$ cat config.mk
export PLATFORM = sky130hd
export DESIGN_NAME = fp_ge_arbiter_flat
export DESIGN_NICKNAME = d
export VERILOG_FILES = /design/src/rtl/fp_cmp_pkg.sv /design/src/rtl/fp_ge_arbiter_if.sv /design/src/rtl/FPSub_11_52_F400_uid2.sv /design/src/rtl/rr_arbiter.sv /design/src/rtl/fp_ge_arbiter.sv /design/src/flat_wrapper.sv
export SDC_FILE = /design/constraint.sdc
export NUM_CORES = 1
export LEC_CHECK = 0
export CAP_MARGIN = 20
export CORE_UTILIZATION = 25
export CTS_BUF_LIST = sky130_fd_sc_hd__clkbuf_8 sky130_fd_sc_hd__clkbuf_16
export DETAILED_ROUTE_END_ITERATION = 8
export GPL_TIMING_DRIVEN = 0
export SYNTH_ARGS = -nofsm -noshare
export SYNTH_HDL_FRONTEND = slang
export SYNTH_SLANG_ARGS = --single-unit
$ cat constraint.sdc
create_clock -name clk -period 3.8 [get_ports clk]
set_input_delay 0.76 -clock clk [delete_from_list [all_inputs] [get_ports clk]]
set_output_delay 0.76 -clock clk [all_outputs]
set_load 0.05 [all_outputs]
$ cat src/rtl/fp_cmp_pkg.sv
// Shared constants and the ">= 0" decode used by the floating-point compare arbiter.
package fp_cmp_pkg;

    // FloPoCo 11/52 operand: {exn[1:0], sign, exponent[10:0], fraction[51:0]}
    localparam int FP_W = 66;

    // FloPoCo exception field encodings
    localparam logic [1:0] EXN_ZERO   = 2'b00;
    localparam logic [1:0] EXN_NORMAL = 2'b01;
    localparam logic [1:0] EXN_INF    = 2'b10;
    localparam logic [1:0] EXN_NAN    = 2'b11;

    typedef struct packed {
        logic ge;
        logic unord;
    } ge_flags_t;

    // Turns the difference R = A - B into {ge, unord}.
    // Zero means equal (ge), NaN means unordered (never ge), otherwise the sign decides.
    function automatic ge_flags_t decode_ge(input logic [FP_W-1:0] r);
        ge_flags_t res;
        logic [1:0] exn;
        exn       = r[FP_W-1 -: 2];
        res.ge    = 1'b0;
        res.unord = 1'b0;
        case (exn)
            EXN_ZERO: res.ge    = 1'b1;
            EXN_NAN:  res.unord = 1'b1;
            default:  res.ge    = ~r[FP_W-3];
        endcase
        return res;
    endfunction

endpackage

$ cat src/rtl/fp_ge_arbiter_if.sv
// Requester-side bus of the shared compare unit: request handshake plus response strobe.
interface fp_ge_arbiter_if #(
    parameter int NUM_REQ = 4,
    parameter int WIDTH   = 65,
    parameter int TAG_W   = 4
);
    logic [NUM_REQ-1:0]           req_valid;
    logic [NUM_REQ-1:0]           req_ready;
    logic [NUM_REQ*(WIDTH+1)-1:0] req_a;
    logic [NUM_REQ*(WIDTH+1)-1:0] req_b;
    logic [NUM_REQ*TAG_W-1:0]     req_tag;
    logic [NUM_REQ-1:0]           rsp_valid;
    logic                         rsp_ge;
    logic                         rsp_unord;
    logic [TAG_W-1:0]             rsp_tag;

    modport master (
        output req_valid, req_a, req_b, req_tag,
        input  req_ready, rsp_valid, rsp_ge, rsp_unord, rsp_tag
    );

    modport slave (
        input  req_valid, req_a, req_b, req_tag,
        output req_ready, rsp_valid, rsp_ge, rsp_unord, rsp_tag
    );
endinterface

$ cat src/rtl/FPSub_11_52_F400_uid2.sv
// Three-stage FloPoCo 11/52 subtractor, R = X - Y, with FloPoCo's active-high rst.
// The exception and sign of R are exact; the exponent/fraction field carries the
// larger-magnitude operand rather than a rounded difference.
module FPSub_11_52_F400_uid2
    import fp_cmp_pkg::*;
(
    input  logic            clk,
    input  logic            rst,
    input  logic [FP_W-1:0] X,
    input  logic [FP_W-1:0] Y,
    output logic [FP_W-1:0] R
);
    localparam int STAGES = 3;
    localparam int MAG_W  = FP_W - 3;

    logic [FP_W-1:0] r_d;
    logic [FP_W-1:0] r_q [STAGES];
    logic [1:0]      ex, ey;
    logic            sx, sy;
    logic            x_gt, mag_eq;

    // Exception/sign of X + (-Y)
    always_comb begin
        ex     = X[FP_W-1 -: 2];
        ey     = Y[FP_W-1 -: 2];
        sx     = X[FP_W-3];
        sy     = ~Y[FP_W-3];
        x_gt   = X[MAG_W-1:0] > Y[MAG_W-1:0];
        mag_eq = X[MAG_W-1:0] == Y[MAG_W-1:0];
        r_d    = {EXN_NORMAL, sx, X[MAG_W-1:0]};
        if (ex == EXN_NAN || ey == EXN_NAN) begin
            r_d = {EXN_NAN, 1'b0, {MAG_W{1'b0}}};
        end else if (ex == EXN_INF && ey == EXN_INF) begin
            r_d = (sx == sy) ? {EXN_INF, sx, {MAG_W{1'b0}}} : {EXN_NAN, 1'b0, {MAG_W{1'b0}}};
        end else if (ex == EXN_INF) begin
            r_d = {EXN_INF, sx, {MAG_W{1'b0}}};
        end else if (ey == EXN_INF) begin
            r_d = {EXN_INF, sy, {MAG_W{1'b0}}};
        end else if (ex == EXN_ZERO && ey == EXN_ZERO) begin
            r_d = {EXN_ZERO, sx & sy, {MAG_W{1'b0}}};
        end else if (ex == EXN_ZERO) begin
            r_d = {EXN_NORMAL, sy, Y[MAG_W-1:0]};
        end else if (ey == EXN_ZERO) begin
            r_d = {EXN_NORMAL, sx, X[MAG_W-1:0]};
        end else if (sx == sy) begin
            r_d = {EXN_NORMAL, sx, x_gt ? X[MAG_W-1:0] : Y[MAG_W-1:0]};
        end else if (mag_eq) begin
            r_d = {EXN_ZERO, 1'b0, {MAG_W{1'b0}}};
        end else if (x_gt) begin
            r_d = {EXN_NORMAL, sx, X[MAG_W-1:0]};
        end else begin
            r_d = {EXN_NORMAL, sy, Y[MAG_W-1:0]};
        end
    end

    // Pipeline registers between X/Y and R
    always_ff @(posedge clk) begin
        if (rst) begin
            for (int i = 0; i < STAGES; i++) r_q[i] <= '0;
        end else begin
            r_q[0] <= r_d;
            for (int i = 1; i < STAGES; i++) r_q[i] <= r_q[i-1];
        end
    end

    assign R = r_q[STAGES-1];
endmodule

$ cat src/rtl/rr_arbiter.sv
// Round-robin grant among N requesters; search starts at the pointer, which moves past the winner.
module rr_arbiter #(
    parameter int N = 4,
    localparam int IDX_W = (N > 1) ? $clog2(N) : 1
) (
    input  logic             clk,
    input  logic             rst_n,
    input  logic             en_i,
    input  logic [N-1:0]     req_i,
    output logic [N-1:0]     grant_o,
    output logic [IDX_W-1:0] grant_idx_o,
    output logic             grant_valid_o
);
    logic [IDX_W-1:0] ptr_q, ptr_d;
    int               cand;

    // Walk from the farthest candidate to the nearest so the nearest valid one wins
    always_comb begin
        grant_o       = '0;
        grant_idx_o   = '0;
        grant_valid_o = 1'b0;
        cand          = 0;
        if (en_i) begin
            for (int off = N - 1; off >= 0; off--) begin
                cand = int'(ptr_q) + off;
                if (cand >= N) cand = cand - N;
                if (req_i[cand]) begin
                    grant_idx_o   = IDX_W'(cand);
                    grant_valid_o = 1'b1;
                end
            end
        end
        if (grant_valid_o) grant_o = N'(1) << grant_idx_o;
    end

    // Next pointer: one past the winner, wrapping at N
    always_comb begin
        ptr_d = ptr_q;
        if (grant_valid_o) begin
            ptr_d = (grant_idx_o == IDX_W'(N - 1)) ? '0 : grant_idx_o + 1'b1;
        end
    end

    // Pointer register
    always_ff @(posedge clk or negedge rst_n) begin
        if (!rst_n) ptr_q <= '0;
        else        ptr_q <= ptr_d;
    end
endmodule

$ cat src/rtl/fp_ge_arbiter.sv
// Shares one pipelined FP subtractor among NUM_REQ requesters for A >= B compares.
// A shadow pipeline carries requester index and tag alongside the subtractor so the
// decoded result is returned to whoever issued it, SUB_LATENCY+1 edges after acceptance.
module fp_ge_arbiter
    import fp_cmp_pkg::*;
#(
    parameter int NUM_REQ     = 4,
    parameter int WIDTH       = 65,
    parameter int SUB_LATENCY = 3,
    parameter int TAG_W       = 4
) (
    input  logic             clk,
    input  logic             rst,
    input  logic             flush,
    fp_ge_arbiter_if.slave   bus,
    output logic             busy
);
    localparam int OPW   = WIDTH + 1;
    localparam int IDX_W = (NUM_REQ > 1) ? $clog2(NUM_REQ) : 1;
    // Stage 0 sits beside the X/Y register; stages 1..SUB_LATENCY track the subtractor
    localparam int DEPTH = SUB_LATENCY + 1;

    logic [NUM_REQ-1:0] grant;
    logic [IDX_W-1:0]   grant_idx;
    logic               grant_valid;
    logic               arb_en;
    logic               sub_rst;

    logic [OPW-1:0]     sel_a, sel_b;
    logic [TAG_W-1:0]   sel_tag;
    logic [OPW-1:0]     x_q, y_q;
    logic [OPW-1:0]     sub_r;

    logic [DEPTH-1:0]   sh_valid_q;
    logic [IDX_W-1:0]   sh_idx_q [DEPTH];
    logic [TAG_W-1:0]   sh_tag_q [DEPTH];

    logic [NUM_REQ-1:0] rsp_hit;
    ge_flags_t          dec;
    logic [NUM_REQ-1:0] rsp_valid_q, rsp_valid_d;
    logic               rsp_ge_q, rsp_ge_d;
    logic               rsp_unord_q, rsp_unord_d;
    logic [TAG_W-1:0]   rsp_tag_q, rsp_tag_d;

    assign arb_en  = rst & ~flush;
    assign sub_rst = ~rst;

    rr_arbiter #(.N(NUM_REQ)) u_arb (
        .clk           (clk),
        .rst_n         (rst),
        .en_i          (arb_en),
        .req_i         (bus.req_valid),
        .grant_o       (grant),
        .grant_idx_o   (grant_idx),
        .grant_valid_o (grant_valid)
    );

    assign bus.req_ready = grant;

    // Route the granted requester's operands and tag toward the issue register
    always_comb begin
        sel_a   = bus.req_a[int'(grant_idx)*OPW +: OPW];
        sel_b   = bus.req_b[int'(grant_idx)*OPW +: OPW];
        sel_tag = bus.req_tag[int'(grant_idx)*TAG_W +: TAG_W];
    end

    // X/Y register feeding the subtractor; stale contents are harmless once shadow valid drops
    always_ff @(posedge clk or negedge rst) begin
        if (!rst) begin
            x_q <= '0;
            y_q <= '0;
        end else if (grant_valid) begin
            x_q <= sel_a;
            y_q <= sel_b;
        end
    end

    FPSub_11_52_F400_uid2 u_sub (
        .clk (clk),
        .rst (sub_rst),
        .X   (x_q),
        .Y   (y_q),
        .R   (sub_r)
    );

    // Shadow pipeline: never stalls; flush drops every in-flight valid bit
    always_ff @(posedge clk or negedge rst) begin
        if (!rst) begin
            sh_valid_q <= '0;
            for (int i = 0; i < DEPTH; i++) begin
                sh_idx_q[i] <= '0;
                sh_tag_q[i] <= '0;
            end
        end else begin
            sh_valid_q  <= flush ? '0 : {sh_valid_q[DEPTH-2:0], grant_valid};
            sh_idx_q[0] <= grant_idx;
            sh_tag_q[0] <= sel_tag;
            for (int i = 1; i < DEPTH; i++) begin
                sh_idx_q[i] <= sh_idx_q[i-1];
                sh_tag_q[i] <= sh_tag_q[i-1];
            end
        end
    end

    // One-hot return address of the compare leaving the subtractor
    for (genvar gi = 0; gi < NUM_REQ; gi++) begin : g_hit
        assign rsp_hit[gi] = (sh_idx_q[DEPTH-1] == IDX_W'(gi));
    end

    assign dec = decode_ge(sub_r);

    // Result stage next state: flags forced low unless a surviving compare completes
    always_comb begin
        rsp_valid_d = '0;
        rsp_ge_d    = 1'b0;
        rsp_unord_d = 1'b0;
        rsp_tag_d   = rsp_tag_q;
        if (sh_valid_q[DEPTH-1] && !flush) begin
            rsp_valid_d = rsp_hit;
            rsp_ge_d    = dec.ge;
            rsp_unord_d = dec.unord;
            rsp_tag_d   = sh_tag_q[DEPTH-1];
        end
    end

    // Result register
    always_ff @(posedge clk or negedge rst) begin
        if (!rst) begin
            rsp_valid_q <= '0;
            rsp_ge_q    <= 1'b0;
            rsp_unord_q <= 1'b0;
            rsp_tag_q   <= '0;
        end else begin
            rsp_valid_q <= rsp_valid_d;
            rsp_ge_q    <= rsp_ge_d;
            rsp_unord_q <= rsp_unord_d;
            rsp_tag_q   <= rsp_tag_d;
        end
    end

    assign bus.rsp_valid = rsp_valid_q;
    assign bus.rsp_ge    = rsp_ge_q;
    assign bus.rsp_unord = rsp_unord_q;
    assign bus.rsp_tag   = rsp_tag_q;

    // Anything still travelling through the shadow pipeline or result stage
    always_comb begin
        busy = (|sh_valid_q) | (|rsp_valid_q);
    end
endmodule

$ cat src/flat_wrapper.sv
// flat-port wrapper written by rule: the top's interface ports become plain ports
module fp_ge_arbiter_flat import fp_cmp_pkg::*;
#(
    parameter int NUM_REQ     = 4,
    parameter int WIDTH       = 65,
    parameter int SUB_LATENCY = 3,
    parameter int TAG_W       = 4
)
  (clk, rst, flush, busy, bus_req_valid, bus_req_a, bus_req_b, bus_req_tag, bus_req_ready, bus_rsp_valid, bus_rsp_ge, bus_rsp_unord, bus_rsp_tag);
  fp_ge_arbiter_if #(.NUM_REQ(NUM_REQ), .WIDTH(WIDTH), .TAG_W(TAG_W)) bus_i ();
  input  logic clk;
  input  logic rst;
  input  logic flush;
  output logic busy;
  input wire logic [$bits(bus_i.req_valid)-1:0] bus_req_valid;
  input wire logic [$bits(bus_i.req_a)-1:0] bus_req_a;
  input wire logic [$bits(bus_i.req_b)-1:0] bus_req_b;
  input wire logic [$bits(bus_i.req_tag)-1:0] bus_req_tag;
  output wire logic [$bits(bus_i.req_ready)-1:0] bus_req_ready;
  output wire logic [$bits(bus_i.rsp_valid)-1:0] bus_rsp_valid;
  output wire logic [$bits(bus_i.rsp_ge)-1:0] bus_rsp_ge;
  output wire logic [$bits(bus_i.rsp_unord)-1:0] bus_rsp_unord;
  output wire logic [$bits(bus_i.rsp_tag)-1:0] bus_rsp_tag;
  assign bus_i.req_valid = bus_req_valid;
  assign bus_i.req_a = bus_req_a;
  assign bus_i.req_b = bus_req_b;
  assign bus_i.req_tag = bus_req_tag;
  assign bus_req_ready = bus_i.req_ready;
  assign bus_rsp_valid = bus_i.rsp_valid;
  assign bus_rsp_ge = bus_i.rsp_ge;
  assign bus_rsp_unord = bus_i.rsp_unord;
  assign bus_rsp_tag = bus_i.rsp_tag;
  fp_ge_arbiter #(.NUM_REQ(NUM_REQ), .WIDTH(WIDTH), .SUB_LATENCY(SUB_LATENCY), .TAG_W(TAG_W)) u_core (.clk(clk), .rst(rst), .flush(flush), .bus(bus_i), .busy(busy));
endmodule
# Word-level counts from Yosys, hierarchy flattened
# Memory sizes are Yosys's and may differ from the RTL's.
# Index checks and enable logic that the tools add are counted.
# Widths: inputs -> output; s select.
# op_classes
add_sub_neg	8
n_mul	1
n_lt_le_gt_ge	9
n_eq_ne	11
shift	4
muxes	55
bitwise	9
n_reduce_logical	11
# op_table
op	count
$shiftx 264x32->66	2
$mux 66	7
$mux 65	6
$mux 32	8
$lt 32x4->1 const B	4
$mux 64	1
$eq 63x63->1	1
$gt 63x63->1	1
$mux 63	1
$ge 32x4->1 const B	1
$sub 32x4->32 const B	1
$mux 1	18
$eq 2x2->1 const B	8
$shiftx 16x5->4	1
$mux 2	6
$mux 4	3
$bmux 1 s2	4
$logic_not 2->1	4
$mul 2x6->8 const B	1
$reduce_or 4->1	2
$sub 3x3->4 const B	2
$add 2x2->3 const B	2
$ge 3x3->1 const B	2
$or 1x1->1	4
13 further kinds	18
# word_totals
register_bits	172
mem_bits_rw	198
in_bits	551
out_inout_bits	15
elab_cells	125
n_memories	1
# memory_table
memory	depth	word_bits	rd	rd_clocked_by_memory_dff	write_ports	line	rtl
u_core.u_sub.r_q	3	66	3	0	3	FPSub_11_52_F400_uid2.sv:17	logic [FP_W-1:0] r_q [STAGES];

# Depth between registers and ports, before layout
# Gate-level depths: netlist of the first run.
# depth
ltp_word	14
ltp_mapped	10
depth_no_buf	9

# Modules after synthesis
# Synthesis of the first run repeated with hierarchy kept, for this count alone.
# hier_totals
hier_cells	1612
hier_area_um2	18709.2
# modules_own_cells
module	n_inst	cells_per_inst	area_per_inst_um2	seq_area_each_um2
fp_ge_arbiter	1	804	10441.3	4254.1
FPSub_11_52_F400_uid2	1	773	7972.6	3963.8
rr_arbiter	1	35	295.3	50.0

# Least setup slack after synthesis of the first run
# OpenSTA, ideal clock, no wires.
# synth_path
kind	input to output
startpoint	in bus_req_valid[3]
endpoint	out bus_req_ready[3]
arrival_time_ps	2400
required_time_ps	3040
setup_slack_ps	640
path_stages	8
path_buffers	2
path_cell_list	inv_1 > a22o_1 > a211o_1 > nor2_4 > buf_4 > buf_2 > ha_1 > and2_1
# synth_via
elab_chain_len	10
word_cells_on_any_way	24
classes_between	shift (1); mux (23)
# synth_rtl
element	line	rtl
start: declaration	flat_wrapper.sv:15	input wire logic [$bits(bus_i.req_valid)-1:0] bus_req_valid;
$bmux 1 s2	rr_arbiter.sv:27	if (req_i[cand]) begin
$mux 1 (implied by the code) (2 in a row)	rr_arbiter.sv:27	
$mux 2 (3 in a row)	rr_arbiter.sv:27	
$mux 2 *	rr_arbiter.sv:27	
$mux 2 *	rr_arbiter.sv:23	if (en_i) begin
via u_core.grant_idx[0]	fp_ge_arbiter.sv:24	logic [IDX_W-1:0] grant_idx;
$shl 1x2->4 *	rr_arbiter.sv:33	if (grant_valid_o) grant_o = N'(1) << grant_idx_o;
$mux 4 *	rr_arbiter.sv:33	
end: declaration	flat_wrapper.sv:19	output wire logic [$bits(bus_i.req_ready)-1:0] bus_req_ready;
# The timed path passes the listed nets; every way through them passes the cells marked *. The select of a mux whose other input is x is not followed.

# Worst setup path after layout of the first run
# layout_path
startpoint	in bus_req_valid[0]
endpoint	out bus_req_ready[2]
# The elaborated chain is that of the path after synthesis.

==> results of run 1 <==
-- per-layer routing --
| metal | vias up | wire length (um) | track usage, % |
|---|---|---|---|
| met5 | - | 0 | 0 |
| met4 | 0 | 1160 | 5.92 |
| met3 | 52 | 3510 | 3.54 |
| met2 | 518 | 29200 | 41.1 |
| met1 | 6780 | 25100 | 29.5 |
| li1 | 7052 | - | - |
-- how the worst max path moves through the flow --
stage	from	end	slack, ns	cells after the start
after global placement	rst	bus_req_ready[1]	-7.57	9
final	bus_req_valid[0]	bus_req_ready[2]	0.09	10
after global routing	bus_req_valid[0]	bus_req_ready[0]	0.02	10
after floorplan	bus_req_valid[3]	bus_req_ready[3]	0.64	8
after CTS	bus_req_valid[1]	bus_req_ready[2]	0.008	10
after detailed placement	rst	bus_req_ready[1]	-2.02	10
-- cell usage after synthesis, drive strengths merged, types with 2 or more instances --
| cell | n |
|---|---|
| a211oi | 3 |
| a21o | 6 |
| a21oi | 30 |
| a221oi | 3 |
| a22o | 2 |
| a31oi | 5 |
| and2 | 11 |
| and3 | 5 |
| buf | 87 |
| clkbuf | 33 |
| dfrtp | 172 |
| dfxtp | 9 |
| ha | 70 |
| inv | 76 |
| nand2 | 775 |
| nand2b | 4 |
| nand3 | 142 |
| nand4 | 12 |
| nor2 | 11 |
| nor2b | 10 |
| nor3 | 8 |
| nor4 | 2 |
| o211ai | 66 |
| o21a | 4 |
| o21ai | 211 |
| o221ai | 3 |
| o41ai | 2 |
-- state kept, by name (all words and copies together) (netlist names) --
name / cells
u_core.x_q: 66
u_core.y_q: 66
u_core.sh_tag_q: 16
u_core.u_sub.r_q: 9
u_core.sh_idx_q: 8
u_core.bus.rsp_tag: 4
u_core.bus.rsp_valid: 4
u_core.sh_valid_q: 4
u_core.u_arb.ptr_q: 2
u_core.bus.rsp_ge: 1
u_core.bus.rsp_unord: 1
-- cell families (layout without fill, tap and decap cells) --
group,Yosys count,after routing,synth area share [%]
simple gates,984,984,32.8
flops,181,181,36.6
buf+inv,196,796,7.08
fa+ha+maj,70,70,7.15
other cells,0,1,0
compound gates,344,344,16.4
-- final cells by class --
| cell class | instances | area, um2 | share of cell area [%] |
|---|---|---|---|
| multi-input combinational | 1398 | 6920 | 35.4 |
| timing repair buffer | 573 | 5810 | 29.8 |
| sequential | 181 | 4480 | 23.0 |
| tap | 615 | 769 | 3.94 |
| buffer | 115 | 612 | 3.13 |
| clock buffer | 17 | 425 | 2.18 |
| inverter | 76 | 292 | 1.49 |
| clock inverter | 15 | 214 | 1.10 |
| antenna | 1 | 2.50 | 0.0128 |
-- repair_timing --
action,in CTS,in global routing
resized for setup,43,5
buffers inserted,5,0
gates cloned,2,0
endpoints found under the setup margin,16,4
hold buffers,0,0
pin swaps,1,0
-- stage by stage --
stage | instance area, um2 | hold slack (ns) | power, mW
finish | 19500 | 0.180 | 6.72
detailed placement | 18700 | 0.335 | 4.80
global route | 19500 | 0.172 | 7.16
global placement | 18700 | 0.331 | 4.74
floorplan | 12300 | 0.331 | 3.59
CTS | 19500 | 0.164 | 6.79
-- power groups by stage --
stage / Clock, mW / Combinational, mW / Sequential (mW)
after global routing: 2.04 / 2.69 / 2.42
after detailed placement: 0 / 2.37 / 2.43
after floorplan: 0 / 1.18 / 2.41
after global placement: 0 / 2.32 / 2.42
final: 1.93 / 2.40 / 2.39
after CTS: 1.98 / 2.42 / 2.39
==> results list, run 1 <==
- Summed over all layers, the routed wires come to 59.0 mm.
* Crit share post-route: 97.5%
- Netlist area before placement: 12,300 um2
- Post-route clock skew: 0.0134 ns
- Summed over all instances, the cell type with the most area after synthesis is sky130_fd_sc_hd__dfrtp_1.
- Before CTS, the worst setup slack after placement is -2.02 ns.
- Routability-driven placement finished with a final weighted congestion of between 0.9 and 1.
- The pre-antenna-repair detailed-routing pass consisted of 6 iterations.
- Setup slack on the worst reg-to-reg path comes out at ~0.98 ns.
* CTS max path bufs: 2
- For the worst setup path, the data arrival time is between 2 and 3 ns.
* CP top delay family: buffers and inverters
* Filler-free cell count of the finished design: 2,991
* Internal power: 4.48 mW
- VDD sags by at most 0.000273 V.
* Number of max-cap violations: 0
- Measured on the finished design, the core utilization comes to 40.6%.
* Number of global-route vias before repair: roughly 14,000
- Setup total negative slack on the finished layout was measured at 0 ns.
- Combinational cell fraction of total power: 35.7%
- Counting every instance in the synthesized netlist gives 1,775.
* DRC: 0
* Detailed placer's ending HPWL: a little under 50 mm
* Share of synthesized flip-flops with an asynchronous set or reset: between 90% and 100%
- In the final routed layout, each cell accounts on average for 19.7 um.
- Pin placement for this block handled 566 I/O pins.
* Root buffer cell: sky130_fd_sc_hd__clkbuf_16
- For the worst setup path, the data required time is 3.04 ns.
- In this run switching power makes up 33.3% of total power.
- Sink Count: 181
- The largest single stage delay on the critical path is 0.53 ns.
- Sum of buffers and inverters on the critical path: 5
* Headroom to the max-slew limit: between 40 and 50%
- The number of pins with negative max-slew slack in the final report is 0.
- Sorting the synthesized cells by area gives the leading types as sky130_fd_sc_hd__dfrtp_1, sky130_fd_sc_hd__nand2_1, sky130_fd_sc_hd__o21ai_0.
- Via count: 14,400
- STA classifies the critical path startpoint as an input port.
* Area growth, synth to finish: 59.4%
* Outcome: finished, final reports clean
* Number of synthesized flops with an enable pin: 0
- The initial utilization of the core area, before any placement, comes to 25.5%.
- The worst setup path is captured at an output port.
- Class of the tightest hold or removal check: in2async
- After clock tree synthesis, the clock-pin slew on the worst setup and hold paths is 0.07 ns.
- Total nets after synthesis: 2,396
- Along the worst path, the maximum fanout reaches 12.
- Global routing used 23.3% of the available tracks.
- The first global-routing pass estimated roughly 87 mm of wire.
* Most common library cell in the layout ignoring fill and taps: sky130_fd_sc_hd__nand2_1
* Final net count: between 2,000 and 3,000
- In this run the number of H-tree levels came out at 4.
* Sequential group share of total power: 35.5%
- Cell Chain, Critical Path: clkdlybuf4s50_1 > nor2b_1 > o21a_1 > o221ai_2 > inv_2 > buf_6 > buf_6 > ha_1 > and2_1 > buf_4
- Counting distinct cell types in the post-synthesis netlist gives 47.
* RSZ-0062 raised after global routing: false
- The worst register-to-register path ends at u_core.y_q[57]$_DFFE_PN0P_.
- PD cells: 344 nW/um2
- Most used flip-flop cell after synthesis: sky130_fd_sc_hd__dfrtp_1
- Worst-case reg-to-reg path depth: 9
- The filler cells instantiated in the layout total 5,037.
* Number of CTS-inserted buffers: 17
- TritonCTS built the clock tree.
- Share of layout cells above drive strength 1: 5.60%
- Slew at the pin with the worst max-slew slack: 0.813 ns
* Cell count after placement: 2,956
- Number of input and output port buffers inserted: 565
- In this run the static leakage power is just under 9 nW.
- In this run, synthesis produced a sequential element count of between 150 and 200.
- The critical path is of the in2out type.
- Setup violations remaining at the end of the flow were counted as 0.
- The clock network accounts for between 20% and 30% of the total power.
* Fin worst setup slack: 0.0941 ns
- Via density per instance: between 4 and 5
- Sequential cell area fraction in the yosys report: 36.6%
- In this run the mean area of a mapped cell was about 7 um2.
* Antenna Violating Nets Remaining: 0
* Switching component of the power: 2.24 mW
- In this run the critical register-to-register path is launched from u_core.u_arb.ptr_q[1]$_DFFE_PN0P_.
- In the layout the commonest cells are sky130_fd_sc_hd__nand2_1, sky130_fd_sc_hd__clkdlybuf4s50_1, sky130_fd_sc_hd__o21ai_0.
- The number of antenna violations at the first check in global routing came to 4.
* Die Ht: 223 um
* Share of the synthesized area in the top cell type: 35.1%
* Die outline width: ~220 um
- Clock latency on the worst-skew pair, taken at its later pin, is ~0.44 ns.
* Final critical-path required period: between 3 and 4 ns
- Entering global routing, the biggest net connects around 50 pins.
* Count of standard-cell rows: 80
* Most repeated library cell on the critical path: sky130_fd_sc_hd__buf_6
- Global routing finished with a remaining overflow of 0.
- The final hold violation count was 0.
- Maximum frequency from static timing analysis: ~270 MHz
- Number of DRC markers in iteration 0: 981
- Slowest cell on the critical path: sky130_fd_sc_hd__clkdlybuf4s50_1
- Count of warnings emitted by yosys: 0
- Die Footprint: 49,900 um2
- The total area inside the core boundary comes to 48,000 um2.
Note: power is estimated with default switching activity, not from simulation.
==> inputs of run 2 (changes only) <==
--- a/config.mk
+++ b/config.mk
@@ -5,7 +5,7 @@
 export SDC_FILE = /design/constraint.sdc
 export NUM_CORES = 1
 export LEC_CHECK = 0
-export CAP_MARGIN = 20
+export CAP_MARGIN = 5
 export CORE_UTILIZATION = 25
 export CTS_BUF_LIST = sky130_fd_sc_hd__clkbuf_8 sky130_fd_sc_hd__clkbuf_16
 export DETAILED_ROUTE_END_ITERATION = 8
==> results of run 2 <==
No change in the layout: final DEF, timing and power equal those of run 1.
